**src/rtl/full_st_add_pipe_pkg.sv**
```systemverilog
// Shared types and constants for the pipelined floating-point adder.
package full_st_add_pipe_pkg;

   localparam int unsigned EXP_W_DEF     = 8;
   localparam int unsigned MAN_W_DEF     = 23;
   localparam int unsigned FLUSH_EXP_DEF = 10;

   localparam int unsigned FLAG_INEXACT = 0;
   localparam int unsigned FLAG_FLUSH   = 1;
   localparam int unsigned FLAG_OVF     = 2;

   typedef struct packed {
      logic                 sgn;
      logic [EXP_W_DEF-1:0] exp;
      logic [MAN_W_DEF-1:0] man;
   } float_t;

endpackage

```
**src/rtl/full_st_add_pipe_lzc.sv**
```systemverilog
// Leading-zero count over a W-bit vector; returns W for an all-zero input.
module float_lzc #(
   parameter int unsigned W  = 28,
   parameter int unsigned CW = $clog2(W + 1)
) (
   input  logic [W-1:0]  in_vec,
   output logic [CW-1:0] count
);

   // Ascending scan: the highest set bit is the last to overwrite the count.
   always_comb begin
      count = CW'(W);
      for (int unsigned i = 0; i < W; i++) begin
         if (in_vec[i]) count = CW'(W - 1 - i);
      end
   end

endmodule

```
**src/rtl/full_st_add_pipe.sv**
```systemverilog
// Three-stage floating-point add/subtract (align, add, normalise/round) with
// a single shared stall enable driven by the output handshake.
module full_st_add_pipe
   import full_st_add_pipe_pkg::*;
#(
   parameter int unsigned EXP_W     = EXP_W_DEF,
   parameter int unsigned MAN_W     = MAN_W_DEF,
   parameter int unsigned FLUSH_EXP = FLUSH_EXP_DEF
) (
   input  logic               clk,
   input  logic               reset,
   input  logic               in_valid,
   output logic               in_ready,
   input  logic               in_sub,
   input  logic [EXP_W+MAN_W:0] in_a,
   input  logic [EXP_W+MAN_W:0] in_b,
   output logic               out_valid,
   input  logic               out_ready,
   output logic [EXP_W+MAN_W:0] out_res,
   output logic [2:0]         out_flags
);

   localparam int unsigned FW  = MAN_W + 4;   // {hidden, man, guard, round, sticky}
   localparam int unsigned SW  = MAN_W + 5;   // magnitude incl. carry-out bit
   localparam int unsigned DW  = EXP_W + 1;
   localparam int unsigned MW1 = MAN_W + 1;
   localparam int unsigned PW  = EXP_W + MAN_W;
   localparam int unsigned CW  = $clog2(SW + 1);
   localparam int unsigned EW  = EXP_W + $clog2(SW) + 2;

   localparam logic signed [EW-1:0] E_ONE   = EW'(1);
   localparam logic signed [EW-1:0] E_ZERO  = EW'(0);
   localparam logic signed [EW-1:0] E_OVF   = EW'(2**EXP_W - 1);
   localparam logic signed [EW-1:0] E_FLUSH = EW'(FLUSH_EXP);

   logic adv;
   assign adv      = !out_valid || out_ready;
   assign in_ready = adv;

   logic             a_sgn, b_sgn, swap, sticky, big_sgn, small_sgn;
   logic [EXP_W-1:0] a_exp, b_exp, big_exp, small_exp;
   logic [MAN_W:0]   a_sig, b_sig, big_sig, small_sig;
   logic [DW-1:0]    diff;
   logic [FW-1:0]    small_ext, small_f;

   always_comb begin
      a_sgn     = in_a[EXP_W+MAN_W];
      b_sgn     = in_b[EXP_W+MAN_W] ^ in_sub;
      a_exp     = in_a[EXP_W+MAN_W-1:MAN_W];
      b_exp     = in_b[EXP_W+MAN_W-1:MAN_W];
      a_sig     = (a_exp == '0) ? '0 : {1'b1, in_a[MAN_W-1:0]};
      b_sig     = (b_exp == '0) ? '0 : {1'b1, in_b[MAN_W-1:0]};
      swap      = b_exp > a_exp;
      big_sgn   = swap ? b_sgn : a_sgn;
      small_sgn = swap ? a_sgn : b_sgn;
      big_exp   = swap ? b_exp : a_exp;
      small_exp = swap ? a_exp : b_exp;
      big_sig   = swap ? b_sig : a_sig;
      small_sig = swap ? a_sig : b_sig;
      diff      = {1'b0, big_exp} - {1'b0, small_exp};
      small_ext = {small_sig, 3'b000};
      sticky    = 1'b0;
      small_f   = '0;
      if (diff >= DW'(MAN_W + 3)) begin
         small_f[0] = |small_sig;
      end else begin
         for (int unsigned i = 0; i < FW; i++) begin
            if (i < 32'(diff)) sticky = sticky | small_ext[i];
         end
         small_f = (small_ext >> diff) | FW'(sticky);
      end
   end

   logic             s1_valid, s1_big_sgn, s1_small_sgn;
   logic [EXP_W-1:0] s1_exp;
   logic [FW-1:0]    s1_big, s1_small;

   always_ff @(posedge clk or negedge reset) begin
      if (!reset) begin
         s1_valid     <= 1'b0;
         s1_big_sgn   <= 1'b0;
         s1_small_sgn <= 1'b0;
         s1_exp       <= '0;
         s1_big       <= '0;
         s1_small     <= '0;
      end else if (adv) begin
         s1_valid     <= in_valid;
         s1_big_sgn   <= big_sgn;
         s1_small_sgn <= small_sgn;
         s1_exp       <= big_exp;
         s1_big       <= {big_sig, 3'b000};
         s1_small     <= small_f;
      end
   end

   // One extra bit over the magnitude width so same-sign carry-out cannot wrap.
   logic [SW:0]   va, vb, sum;
   logic [SW-1:0] mag;

   always_comb begin
      va = {2'b00, s1_big};
      vb = {2'b00, s1_small};
      if (s1_big_sgn)   va = -va;
      if (s1_small_sgn) vb = -vb;
      sum = va + vb;
      mag = sum[SW] ? SW'(-sum) : sum[SW-1:0];
   end

   logic             s2_valid, s2_sgn;
   logic [EXP_W-1:0] s2_exp;
   logic [SW-1:0]    s2_mag;

   always_ff @(posedge clk or negedge reset) begin
      if (!reset) begin
         s2_valid <= 1'b0;
         s2_sgn   <= 1'b0;
         s2_exp   <= '0;
         s2_mag   <= '0;
      end else if (adv) begin
         s2_valid <= s1_valid;
         s2_sgn   <= sum[SW];
         s2_exp   <= s1_exp;
         s2_mag   <= mag;
      end
   end

   logic [CW-1:0]          lz, lsh;
   logic [FW-1:0]          norm;
   logic signed [EW-1:0]   e_norm, e_fin;
   logic                   g, r, s, rnd_up;
   logic [MAN_W:0]         man_rnd;
   logic [EXP_W+MAN_W:0]   res;
   logic [2:0]             flags;

   float_lzc #(.W(SW), .CW(CW)) u_lzc (
      .in_vec (s2_mag),
      .count  (lz)
   );

   always_comb begin
      lsh = lz - CW'(1);
      if (s2_mag[SW-1]) begin
         norm   = s2_mag[SW-1:1] | FW'(s2_mag[0]);
         e_norm = $signed(EW'(s2_exp)) + E_ONE;
      end else begin
         norm   = FW'(s2_mag << lsh);
         e_norm = $signed(EW'(s2_exp)) - $signed(EW'(lsh));
      end
      g       = norm[2];
      r       = norm[1];
      s       = norm[0];
      rnd_up  = g & (r | s | norm[3]);
      man_rnd = {1'b0, norm[FW-2:3]} + MW1'(rnd_up);
      e_fin   = e_norm + (man_rnd[MAN_W] ? E_ONE : E_ZERO);
      res     = '0;
      flags   = '0;
      // Hidden bit is clear only when the sum cancelled to exactly zero.
      if (norm[FW-1]) begin
         flags[FLAG_INEXACT] = g | r | s;
         if (e_fin >= E_OVF) begin
            res             = {s2_sgn, EXP_W'(2**EXP_W - 2), {MAN_W{1'b1}}};
            flags[FLAG_OVF] = 1'b1;
         end else if (e_fin < E_FLUSH) begin
            res               = {s2_sgn, PW'(0)};
            flags[FLAG_FLUSH] = 1'b1;
         end else begin
            res = {s2_sgn, e_fin[EXP_W-1:0], man_rnd[MAN_W-1:0]};
         end
      end
   end

   always_ff @(posedge clk or negedge reset) begin
      if (!reset) begin
         out_valid <= 1'b0;
         out_res   <= '0;
         out_flags <= '0;
      end else if (adv) begin
         out_valid <= s2_valid;
         if (s2_valid) begin
            out_res   <= res;
            out_flags <= flags;
         end
      end
   end

endmodule

```
**config.mk**
```make
export PLATFORM = sky130hd
export DESIGN_NAME = full_st_add_pipe
export DESIGN_NICKNAME = d
export VERILOG_FILES = /design/src/rtl/full_st_add_pipe_pkg.sv /design/src/rtl/full_st_add_pipe_lzc.sv /design/src/rtl/full_st_add_pipe.sv
export SDC_FILE = /design/constraint.sdc
export NUM_CORES = 1
export LEC_CHECK = 0
export CORE_UTILIZATION = 60
export CTS_BUF_LIST = sky130_fd_sc_hd__clkbuf_4 sky130_fd_sc_hd__clkbuf_8
export DETAILED_ROUTE_END_ITERATION = 10
export GPL_ROUTABILITY_DRIVEN = 1
export PLACE_DENSITY = 0.78
export SYNTH_ARGS = -nofsm -noshare
export SYNTH_HDL_FRONTEND = slang
export SYNTH_SLANG_ARGS = --single-unit
```
**constraint.sdc**
```tcl
create_clock -name clk -period 17.7 [get_ports clk]
set_input_delay 2.655 -clock clk [delete_from_list [all_inputs] [get_ports clk]]
set_output_delay 2.655 -clock clk [all_outputs]
set_load 0.05 [all_outputs]
```
==> out/metrics.cfg, run 1 <==
[run_status]
status = complete, no violations

[final_layout]
finalInstanceArea_sq_um = 15740
multiInputGateArea_sq_um = 10100
antenna_cells = 0
fillers = 2060
area_growth_pct = 10.56
regArea_sq_um = 3403
stdcell_count = 2139
finish.utilization_pct = 67.27
layout.nets = 1927
layout-drive-gt1-share_pct = 7.582

[die]
core-area_sq_um = 23400
fp-row-count = 56
die_w_microns = 156.1
die_y_microns = 156.1
dieArea_sq_um = 24350
ios = 106
start_util_pct = 60.84

[global_routing]
track_usage_pct = 34.54
grt_pass1_vias = 13000
antenna_found_initial = 0
gr-total-overflow = 0
grt_max_degree = 92
grt_first_pass_wirelength_mm = 67.34

[worst_hold_path]
hp-class = flop to flop
holdPathEnd = s1_valid
min-delay-start = s1_valid
whs_path_depth = 2

[timing]
setup_tns_ns = 0
fin_ws_ns = 9.133
rsz0062_at_grt = no
worst_pin_slew_ns = 1.163
skew_ns = 0.02331
maxSlewHeadroom_pct = 21.87
hold_viol = 0
finalCriticalPeriod_ns = 8.567
fmaxAchievable_mhz = 116.7
slew_viol_final = 0
period_share_pct = 48.40
setup_viol = 0

[setup_path]
r2r_slack_ns = 9.13
worstReg2RegEnd = out_res[22]
cp.required_ns = 18.08
reg2reg_depth = 27
endpoint_kind = flop
rr_startpoint = s2_mag[2]
path_class = flop to flop
path_max_fanout = 25
start_kind = flop
worstPathArrival_ns = 8.95

[logic_synthesis]
syn_area_sq_um = 14240
synth.distinct_cells = 92
ys_warn_count = 0
syn_nets = 1912
synth-edff-count = 0
synth_top_area_share_pct = 23.90
yosysSeqAreaShare_pct = 23.90
syn_avg_cell_area_sq_um = 7.941
postSynth.asyncResetShare_pct = 100.0
synthTopCellsByArea = dfrtp_1 24%, nand2_1 6.1%, xnor2_1 5.4%
ys_seq_elements = 136
syn_inst = 1793
yosys.area.top_type = dfrtp_1
synth_common_cells = 230 x nand2_1, 158 x nor2_1, 136 x dfrtp_1, 110 x a21oi_1, 109 x o21ai_0
yosysMostFrequentCell = nand2_1
synth-main-ff-cell = dfrtp_1

[clock_network]
clk_pin_slew_ns = 0.09
cts_setup_buffers = 0
clockRootBuffer = clkbuf_8
cts_tree = built
numCtsBuffers = 17
cts_repair_resize_count = 0
insertion_delay_ns = 0.45
cts.path.max_buffers = 2
cts-htree-levels = 4
cts.sinks = 136
hold_buffers = 0

[drt]
drt_iter0_drc = 1444
vias = 14050
top_layer_used = met4
wl_met2_mm = 20.09
drc = 0
drt-wirelength-per-cell_microns = 19.44
antenna_left = 0
via_per_inst = 6.568
wirelength_mm = 41.57
dr.pass1.iters = 7
wl_met3_mm = 2.668
wl_met1_mm = 17.34

[placement]
dp_hpwl_mm = 31.18
io_buffer_count = 105
placedCellCount = 2108
gp_congestion = 1.046
dpl_worst_slack_ns = 9.187
placed_area_sq_um = 15310

[power]
power_leakage_nw = 6.627
p_per_area_nw_per_um2 = 222.6
peakVddDrop_mv = 0.1362

[run]
maxCapViolCount = 0

## state kept, by name, summed over array words and instances (netlist names)
signal        count
out_res          32
s1_exp            8
s2_mag           28
s1_big_sgn        1
s2_sgn            1
s1_big           24
s1_small         27
s1_valid          1
s1_small_sgn      1
s2_valid          1
s2_exp            8
out_flags         3
out_valid         1
## per-stage QoR
step                      hold slack (ns)  total power [mW]
final                              0.4731             3.504
after global routing               0.5153             3.752
after CTS                          0.4757             3.450
after detailed placement           0.4559             3.147
after global placement             0.4548             3.101
after floorplan                    0.4386             2.555
## cell families after synthesis
logic type                 count (synthesis)  share of synthesized area [%]
and+or+nand+nor                          643                          21.99
AOI/OAI and AO/OA                        540                          25.76
buffers and inverters                    182                          5.422
DFF                                      136                          23.90
xor gates and xnor gates                 128                          7.926
muxes                                    113                          10.43
adders and majority gates                 51                          4.569
## cell usage in the layout, fill, tap and decap left out, drive strengths merged, types with 22 or more instances in the layout
cell type,Yosys,layout
a22o,24,24
a31oi,40,40
o21ai,124,124
a21o,22,22
xnor2,89,89
mux4,27,27
mux2i,76,76
nor3,30,30
or3,23,23
dfrtp,136,136
nand2b,26,26
nand2,230,230
ha,48,48
o31ai,30,30
nor2,159,159
nor4,30,30
xor2,39,39
inv,53,57
clkdlybuf4s50,0,104
a211oi,22,22
a21oi,113,113
nand3,31,31
## where the power goes
part | switching [mW] | internal (mW)
sequential | 0.186 | 0.419
clock | 0.134 | 0.157
combinational | 1.57 | 1.03
## worst max-delay path by stage
stage               start          end  slack, ns  depth (start not counted)
2_1_floorplan  s2_mag[16]   out_res[8]      10.93                         35
3_5_place_dp     in_a[23]  s1_small[8]       9.19                         17
6_report        s2_mag[2]  out_res[22]       9.13                         27
4_1_cts         s2_mag[3]  out_res[22]       9.36                         28
3_3_place_gp     in_b[23]  s1_small[7]       9.36                         18
5_1_grt        s2_mag[10]  out_res[22]       8.60                         27
## layer usage
metal / vias to the layer above / global-route usage (%)
met3: 118 / 4.000
met5: - / 0
li1: 6686 / -
met1: 6640 / 45.44
met4: 0 / 12.37
met2: 605 / 58.46
## final cells by class
type | instances | area share (%)
clock buffers | 18 | 1.534
clock inverters | 13 | 1.232
inverters | 54 | 1.319
multi-input cells | 1475 | 64.17
flip-flops and latches | 136 | 21.62
well taps | 319 | 2.535
repair buffers | 124 | 7.590
## worst max-delay path: stages, from the launching register on
cell	delay [ns]
dfrtp_1	0.70
a221oi_1	0.20
o311ai_0	0.52
a211o_1	0.21
buf_4	0.37
inv_6	0.17
ha_1	0.36
inv_1	0.25
a2111oi_2	0.07
and3_1	0.22
nor2_1	0.46
a211oi_2	0.17
nor2_2	0.61
o32ai_1	0.23
a31oi_1	0.38
nor4b_2	0.50
nand3_1	0.14
nor2_1	0.12
and2_1	0.13
ha_1	0.17
ha_1	0.18
and2_1	0.22
and3_1	0.22
xnor2_1	0.10
o221ai_1	0.25
nand4b_1	0.71
or4_1	0.74
nand3_1	0.10
No activity file was read; power rests on OpenSTA's default activity.
==> run 2, diff against run 1 <==
==> constraint.sdc (replaced) <==
create_clock -name clk -period 8.4 [get_ports clk]
set_input_delay 1.26 -clock clk [delete_from_list [all_inputs] [get_ports clk]]
set_output_delay 1.26 -clock clk [all_outputs]
set_load 0.05 [all_outputs]
==> out/metrics.cfg, run 2 (synthesis gave the netlist of run 1 again) <==
[final_layout]
largest_reg_flops = 32  ; unchanged
reg_top3 = out_res (32), s2_mag (28), s1_small (27)  ; unchanged
largest_register = out_res  ; unchanged
final_cell_mix = 230 x nand2_1, 155 x nor2_1, 136 x dfrtp_1, 110 x a21oi_1, 109 x o21ai_0  ; was 230 x nand2_1, 156 x nor2_1, 136 x dfrtp_1, 110 x a21oi_1, 109 x o21ai_0
finalInstanceArea_sq_um = 15800  ; was 15,740 sq um
area_growth_pct = 10.95  ; was 10.56%
layout-drive-gt1-share_pct = 8.096  ; was 7.582%
final_common_cell = nand2_1  ; unchanged
layout.nets = 1935  ; was 1,927

[placement]
placed_area_sq_um = 15360  ; was 15,310 sq um
io_buffer_count = 105  ; unchanged
gp_congestion = 1.049  ; was 1.046
dp_hpwl_mm = 33.49  ; was 31.18 mm

[setup_path]
r2r_slack_ns = 0.58  ; was 9.13 ns
cp.buffers_inverters = 4  ; was 3
endpoint_kind = flop  ; unchanged
path_class = flop to flop  ; unchanged
cp.required_ns = 8.76  ; was 18.08 ns
start_kind = flop  ; unchanged
crit_path_max_incr_delay_ns = 0.54  ; was 0.74 ns
reg2reg_depth = 30  ; was 27
path_max_fanout = 24  ; was 25
worstPathArrival_ns = 8.18  ; was 8.95 ns
crit_slowest_cell = nor4b_4  ; was or4_1
crit_family = simple AND/OR/NAND/NOR gates  ; unchanged
rr_startpoint = s2_mag[16]  ; was s2_mag[2]
worstReg2RegEnd = out_res[8]  ; was out_res[22]

[timing]
rsz0062_at_grt = no  ; unchanged
fmaxAchievable_mhz = 127.9  ; was 116.7 MHz
maxSlewHeadroom_pct = 19.01  ; was 21.87%
setup_tns_ns = 0  ; unchanged
period_share_pct = 93.06  ; was 48.40%
setup_viol = 0  ; unchanged
worst_pin_slew_ns = 1.211  ; was 1.163 ns
skew_ns = 0.02555  ; was 0.02331 ns
slew_viol_final = 0  ; unchanged
hold_viol = 0  ; unchanged
finalCriticalPeriod_ns = 7.817  ; was 8.567 ns

[global_routing]
antenna_found_initial = 1  ; was 0
gr-total-overflow = 0  ; unchanged
grt_pass1_vias = 13350  ; was 13,000
track_usage_pct = 37.02  ; was 34.54%
grt_max_degree = 97  ; was 92
grt_first_pass_wirelength_mm = 70.92  ; was 67.34 mm

[power]
p_per_area_nw_per_um2 = 481.7  ; was 222.6 nW/um^2
peakVddDrop_mv = 0.2420  ; was 0.1362 mV
power_leakage_nw = 6.650  ; was 6.627 nW
fin_total_pwr_mw = 7.609  ; was 3.504 mW

[drt]
dr.pass1.iters = 5  ; was 7
vias = 14200  ; was 14,050
wl_met2_mm = 20.84  ; was 20.09 mm
antenna_left = 0  ; unchanged
drt-wirelength-per-cell_microns = 20.64  ; was 19.44 microns
via_per_inst = 6.610  ; was 6.568
drt_iter0_drc = 1505  ; was 1,444
wl_met1_mm = 18.15  ; was 17.34 mm
wirelength_mm = 44.34  ; was 41.57 mm
top_layer_used = met4  ; unchanged
drc = 0  ; unchanged
wl_met3_mm = 3.239  ; was 2.668 mm

[clock_network]
clockRootBuffer = clkbuf_8  ; unchanged
insertion_delay_ns = 0.46  ; was 0.45 ns
cts.sinks = 136  ; unchanged
clk_pin_slew_ns = 0.09  ; about the same
cts.path.max_buffers = 2  ; unchanged
cts_setup_buffers = 0  ; unchanged
hold_buffers = 0  ; unchanged
cts_tree = built  ; unchanged
numCtsBuffers = 17  ; unchanged
cts-htree-levels = 4  ; unchanged
cts_repair_resize_count = 0  ; unchanged

[worst_hold_path]
hp-class = flop to flop  ; unchanged
min-delay-start = s1_valid  ; unchanged
holdPathEnd = s1_valid  ; unchanged
whs_path_depth = 2  ; unchanged

[die]
die_w_microns = 156.1  ; unchanged
dieArea_sq_um = 24350  ; unchanged
ios = 106  ; unchanged
core-area_sq_um = 23400  ; unchanged
start_util_pct = 60.84  ; unchanged
fp-row-count = 56  ; unchanged
die_y_microns = 156.1  ; unchanged

[run]
maxCapViolCount = 0  ; unchanged

[run_status]
status = complete, no violations  ; unchanged

run 2: cell types whose count changed in the layout (fill, tap and decap cells not counted), moves of 2 or more:
cell       previous run  this run
buf_4                19        26
bufinv_16             4         2
clkbuf_8             17        20
inv_6                 5         2
run 2: per-layer routing:
layer | global-route usage, % | up-vias
li1 | - | 6695
met1 | 47.45 | 6698
met2 | 59.72 | 677
met3 | 6.639 | 128
met4 | 19.00 | 0
met5 | 0 | -
run 2: worst max path at each step:
stage                           from           to  slack [ns]  cells after the start
after floorplan           s2_mag[16]   out_res[8]        1.63                     35
after global placement    s2_mag[16]  out_res[22]        0.40                     27
after detailed placement  s2_mag[16]  out_res[21]        0.16                     27
after CTS                 s2_mag[16]  out_res[21]        0.02                     27
after global routing       s2_mag[3]  out_res[15]       0.008                     33
final                     s2_mag[16]   out_res[8]        0.58                     30
run 2: final cells by class:
cell class,instances,area (sq um)
inverter,54,207.7
clock buffer,21,282.8
tap,319,399.1
clock inverter,10,120.1
fill,2045,7605
timing repair buffer,131,1247
sequential,136,3403
antenna,1,2.502
multi-input combinational,1476,10130
run 2: where the power goes:
group | total [mW] | internal (mW) | leakage, nW | switching, mW
Clock | 0.568 | 0.291 | 0.202 | 0.278
Sequential | 1.23 | 0.884 | 1.69 | 0.347
Combinational | 5.81 | 2.22 | 4.76 | 3.59
Total | 7.61 | 3.40 | 6.65 | 4.21
run 2: stage by stage:
| step | util, % | setup WS [ns] | hold WS (ns) | instances |
|---|---|---|---|---|
| 3_3_place_gp | 65.63 | 0.3969 | 0.4554 | 2115 |
| 6_report | 67.50 | 0.5830 | 0.4799 | 2148 |
| 3_5_place_dp | 65.63 | 0.1649 | 0.4570 | 2115 |
| 5_1_grt | 67.49 | 0.007707 | 0.5059 | 2147 |
| 4_1_cts | 67.35 | 0.01546 | 0.4761 | 2146 |
| 2_1_floorplan | - | 1.633 | 0.4386 | 1793 |
run 2: worst register-to-register path, delay by kind of cell (launching register included):
kind,cells,cell delay (ns)
adders and majority gates,3,0.72
AOI/OAI and AO/OA,10,2.41
buffers and inverters,4,1.01
DFF,1,0.52
xor gates and xnor gates,1,0.27
and+or+nand+nor,12,2.81
==> run 3, diff against run 2 <==
--- a/config.mk
+++ b/config.mk
@@ -6,7 +6,7 @@
 export NUM_CORES = 1
 export LEC_CHECK = 0
 export CORE_UTILIZATION = 60
-export CTS_BUF_LIST = sky130_fd_sc_hd__clkbuf_4 sky130_fd_sc_hd__clkbuf_8
+export CTS_CLUSTER_SIZE = 24
 export DETAILED_ROUTE_END_ITERATION = 10
 export GPL_ROUTABILITY_DRIVEN = 1
 export PLACE_DENSITY = 0.78
==> out/metrics.cfg, run 3 (synthesis gave the netlist of run 1 again) <==
[setup_path]
start_kind = flop  ; unchanged
crit_slowest_cell = nor4b_4  ; unchanged
path_class = flop to flop  ; unchanged
cp.required_ns = 8.73  ; was 8.76 ns
crit_path_max_incr_delay_ns = 0.55  ; was 0.54 ns
worstPathArrival_ns = 8.21  ; was 8.18 ns
crit_family = simple AND/OR/NAND/NOR gates  ; unchanged
endpoint_kind = flop  ; unchanged
path_max_fanout = 24  ; unchanged
cp.buffers_inverters = 4  ; unchanged

[die]
core-area_sq_um = 23400  ; unchanged
start_util_pct = 60.84  ; unchanged
die_y_microns = 156.1  ; unchanged
fp-row-count = 56  ; unchanged
die_w_microns = 156.1  ; unchanged
dieArea_sq_um = 24350  ; unchanged
ios = 106  ; unchanged

[timing]
setup_tns_ns = 0  ; unchanged
period_share_pct = 93.80  ; was 93.06%
setup_viol = 0  ; unchanged
worst_pin_slew_ns = 1.209  ; was 1.211 ns
slew_viol_final = 0  ; unchanged
maxSlewHeadroom_pct = 19.10  ; was 19.01%
rsz0062_at_grt = no  ; unchanged
hold_slack_ns = 0.4750  ; was 0.4799 ns
finalCriticalPeriod_ns = 7.879  ; was 7.817 ns
hold_viol = 0  ; unchanged
fmaxAchievable_mhz = 126.9  ; was 127.9 MHz
skew_ns = 0.01516  ; was 0.02555 ns

[clock_network]
insertion_delay_ns = 0.42  ; was 0.46 ns
cts_setup_buffers = 0  ; unchanged
clockRootBuffer = clkbuf_16  ; was clkbuf_8
cts-htree-levels = 4  ; unchanged
cts.sinks = 136  ; unchanged
cts.path.max_buffers = 2  ; unchanged
cts_tree = built  ; unchanged
numCtsBuffers = 17  ; unchanged
clk_pin_slew_ns = 0.07  ; was 0.09 ns

[global_routing]
gr-total-overflow = 0  ; unchanged
antenna_found_initial = 1  ; unchanged
grt_max_degree = 97  ; unchanged
grt_first_pass_wirelength_mm = 71.26  ; was 70.92 mm
grt_pass1_vias = 13390  ; was 13,350
track_usage_pct = 37.14  ; was 37.02%

[drt]
drt_iter0_drc = 1552  ; was 1,505
wirelength_mm = 44.59  ; was 44.34 mm
dr.pass1.iters = 6  ; was 5
drc = 0  ; unchanged
drt-wirelength-per-cell_microns = 20.76  ; was 20.64 microns
via_per_inst = 6.636  ; was 6.610
vias = 14260  ; was 14,200
antenna_left = 0  ; unchanged

[final_layout]
fillers = 2021  ; was 2,045
layout-drive-gt1-share_pct = 8.042  ; was 8.096%
final_common_cell = nand2_1  ; unchanged
multiInputGateArea_sq_um = 10130  ; unchanged
reg_top3 = out_res (32), s2_mag (28), s1_small (27)  ; unchanged
layout.nets = 1935  ; unchanged
largest_reg_flops = 32  ; unchanged
area_growth_pct = 12.27  ; was 10.95%
final_cell_mix = 230 x nand2_1, 155 x nor2_1, 136 x dfrtp_1, 110 x a21oi_1, 109 x o21ai_0  ; unchanged
largest_register = out_res  ; unchanged
regArea_sq_um = 3403  ; unchanged

[worst_hold_path]
hp-class = flop to flop  ; unchanged

[placement]
gp_congestion = 1.049  ; unchanged
dp_hpwl_mm = 33.49  ; unchanged
io_buffer_count = 105  ; unchanged

[run_status]
status = complete, no violations  ; unchanged

[power]
peakVddDrop_mv = 0.2399  ; was 0.2420 mV
p_per_area_nw_per_um2 = 488.9  ; was 481.7 nW/um^2
power_leakage_nw = 6.734  ; was 6.650 nW

[run]
maxCapViolCount = 0  ; unchanged

==> run 3: cell counts in the layout (fill, tap and decap cells not counted) <==
No cell type changed its count.
==> run 3: routing by layer <==
layer / wire length, microns / vias to the layer above / part of all wire [%] / GRT usage (%)
met5: 0 / - / 0 / 0
met4: 2072 / 0 / 4.6 / 18.77
met3: 3366 / 127 / 7.5 / 5.861
met2: 20960 / 694 / 47 / 60.40
met1: 18200 / 6733 / 41 / 47.82
li1: - / 6701 / - / -
==> run 3: area by class of cell <==
type / count / share of cell area (%)
multi-input cells: 1476 / 63.40
flip-flops and latches: 136 / 21.29
repair buffers: 131 / 7.804
clock buffers: 21 / 2.943
well taps: 319 / 2.497
inverters: 54 / 1.299
clock inverters: 10 / 0.7514
diodes: 1 / 0.01565
==> run 3: worst reg2reg max path, delay by kind of cell (launching register included) <==
family,cells,cell delay (ns)
DFF,1,0.51
adders and majority gates,3,0.72
buffers and inverters,4,1.02
AOI/OAI and AO/OA,10,2.42
xor gates and xnor gates,1,0.27
and+or+nand+nor,12,2.82
==> run 3: repair_timing <==
item | 4_1_cts | 5_1_grt
hold buffers | 0 | 0
gates resized for setup | 0 | 3
endpoints found under the setup margin | 0 | 31
==> run 3: path summary, 6_finish.rpt <==
kind	depth (start not counted)	start	endpoint	slack, ns
max	30	s2_mag[16]	out_res[8]	0.52
min	2	s1_valid	s1_valid	0.47
max reg2reg	30	s2_mag[16]	out_res[8]	0.52
min reg2reg	2	s1_valid	s1_valid	0.47
max in group asynchronous	2	reset	s2_mag[27]	6.20
min in group asynchronous	1	reset	out_res[5]	0.79
==> run 3: power by group <==
group	switching, mW	internal (mW)	total (mW)
clock	0.300	0.461	0.761
combinational	3.60	2.22	5.82
sequential	0.344	0.886	1.23
total	4.25	3.57	7.82
==> run 3: per-stage QoR <==
| stage | instance area [sq um] | worst slack (ns) | power (mW) | utilization (%) | cells |
|---|---|---|---|---|---|
| 2_1_floorplan | 14240 | 1.633 | 5.384 | - | 1793 |
| 3_3_place_gp | 15360 | 0.3969 | 6.794 | 65.63 | 2115 |
| 3_5_place_dp | 15360 | 0.1649 | 6.834 | 65.63 | 2115 |
| 4_1_cts | 15950 | 0.02624 | 7.634 | 68.16 | 2146 |
| 5_1_grt | 15980 | 0.03157 | 8.304 | 68.30 | 2147 |
| 6_report | 15990 | 0.5210 | 7.815 | 68.31 | 2148 |
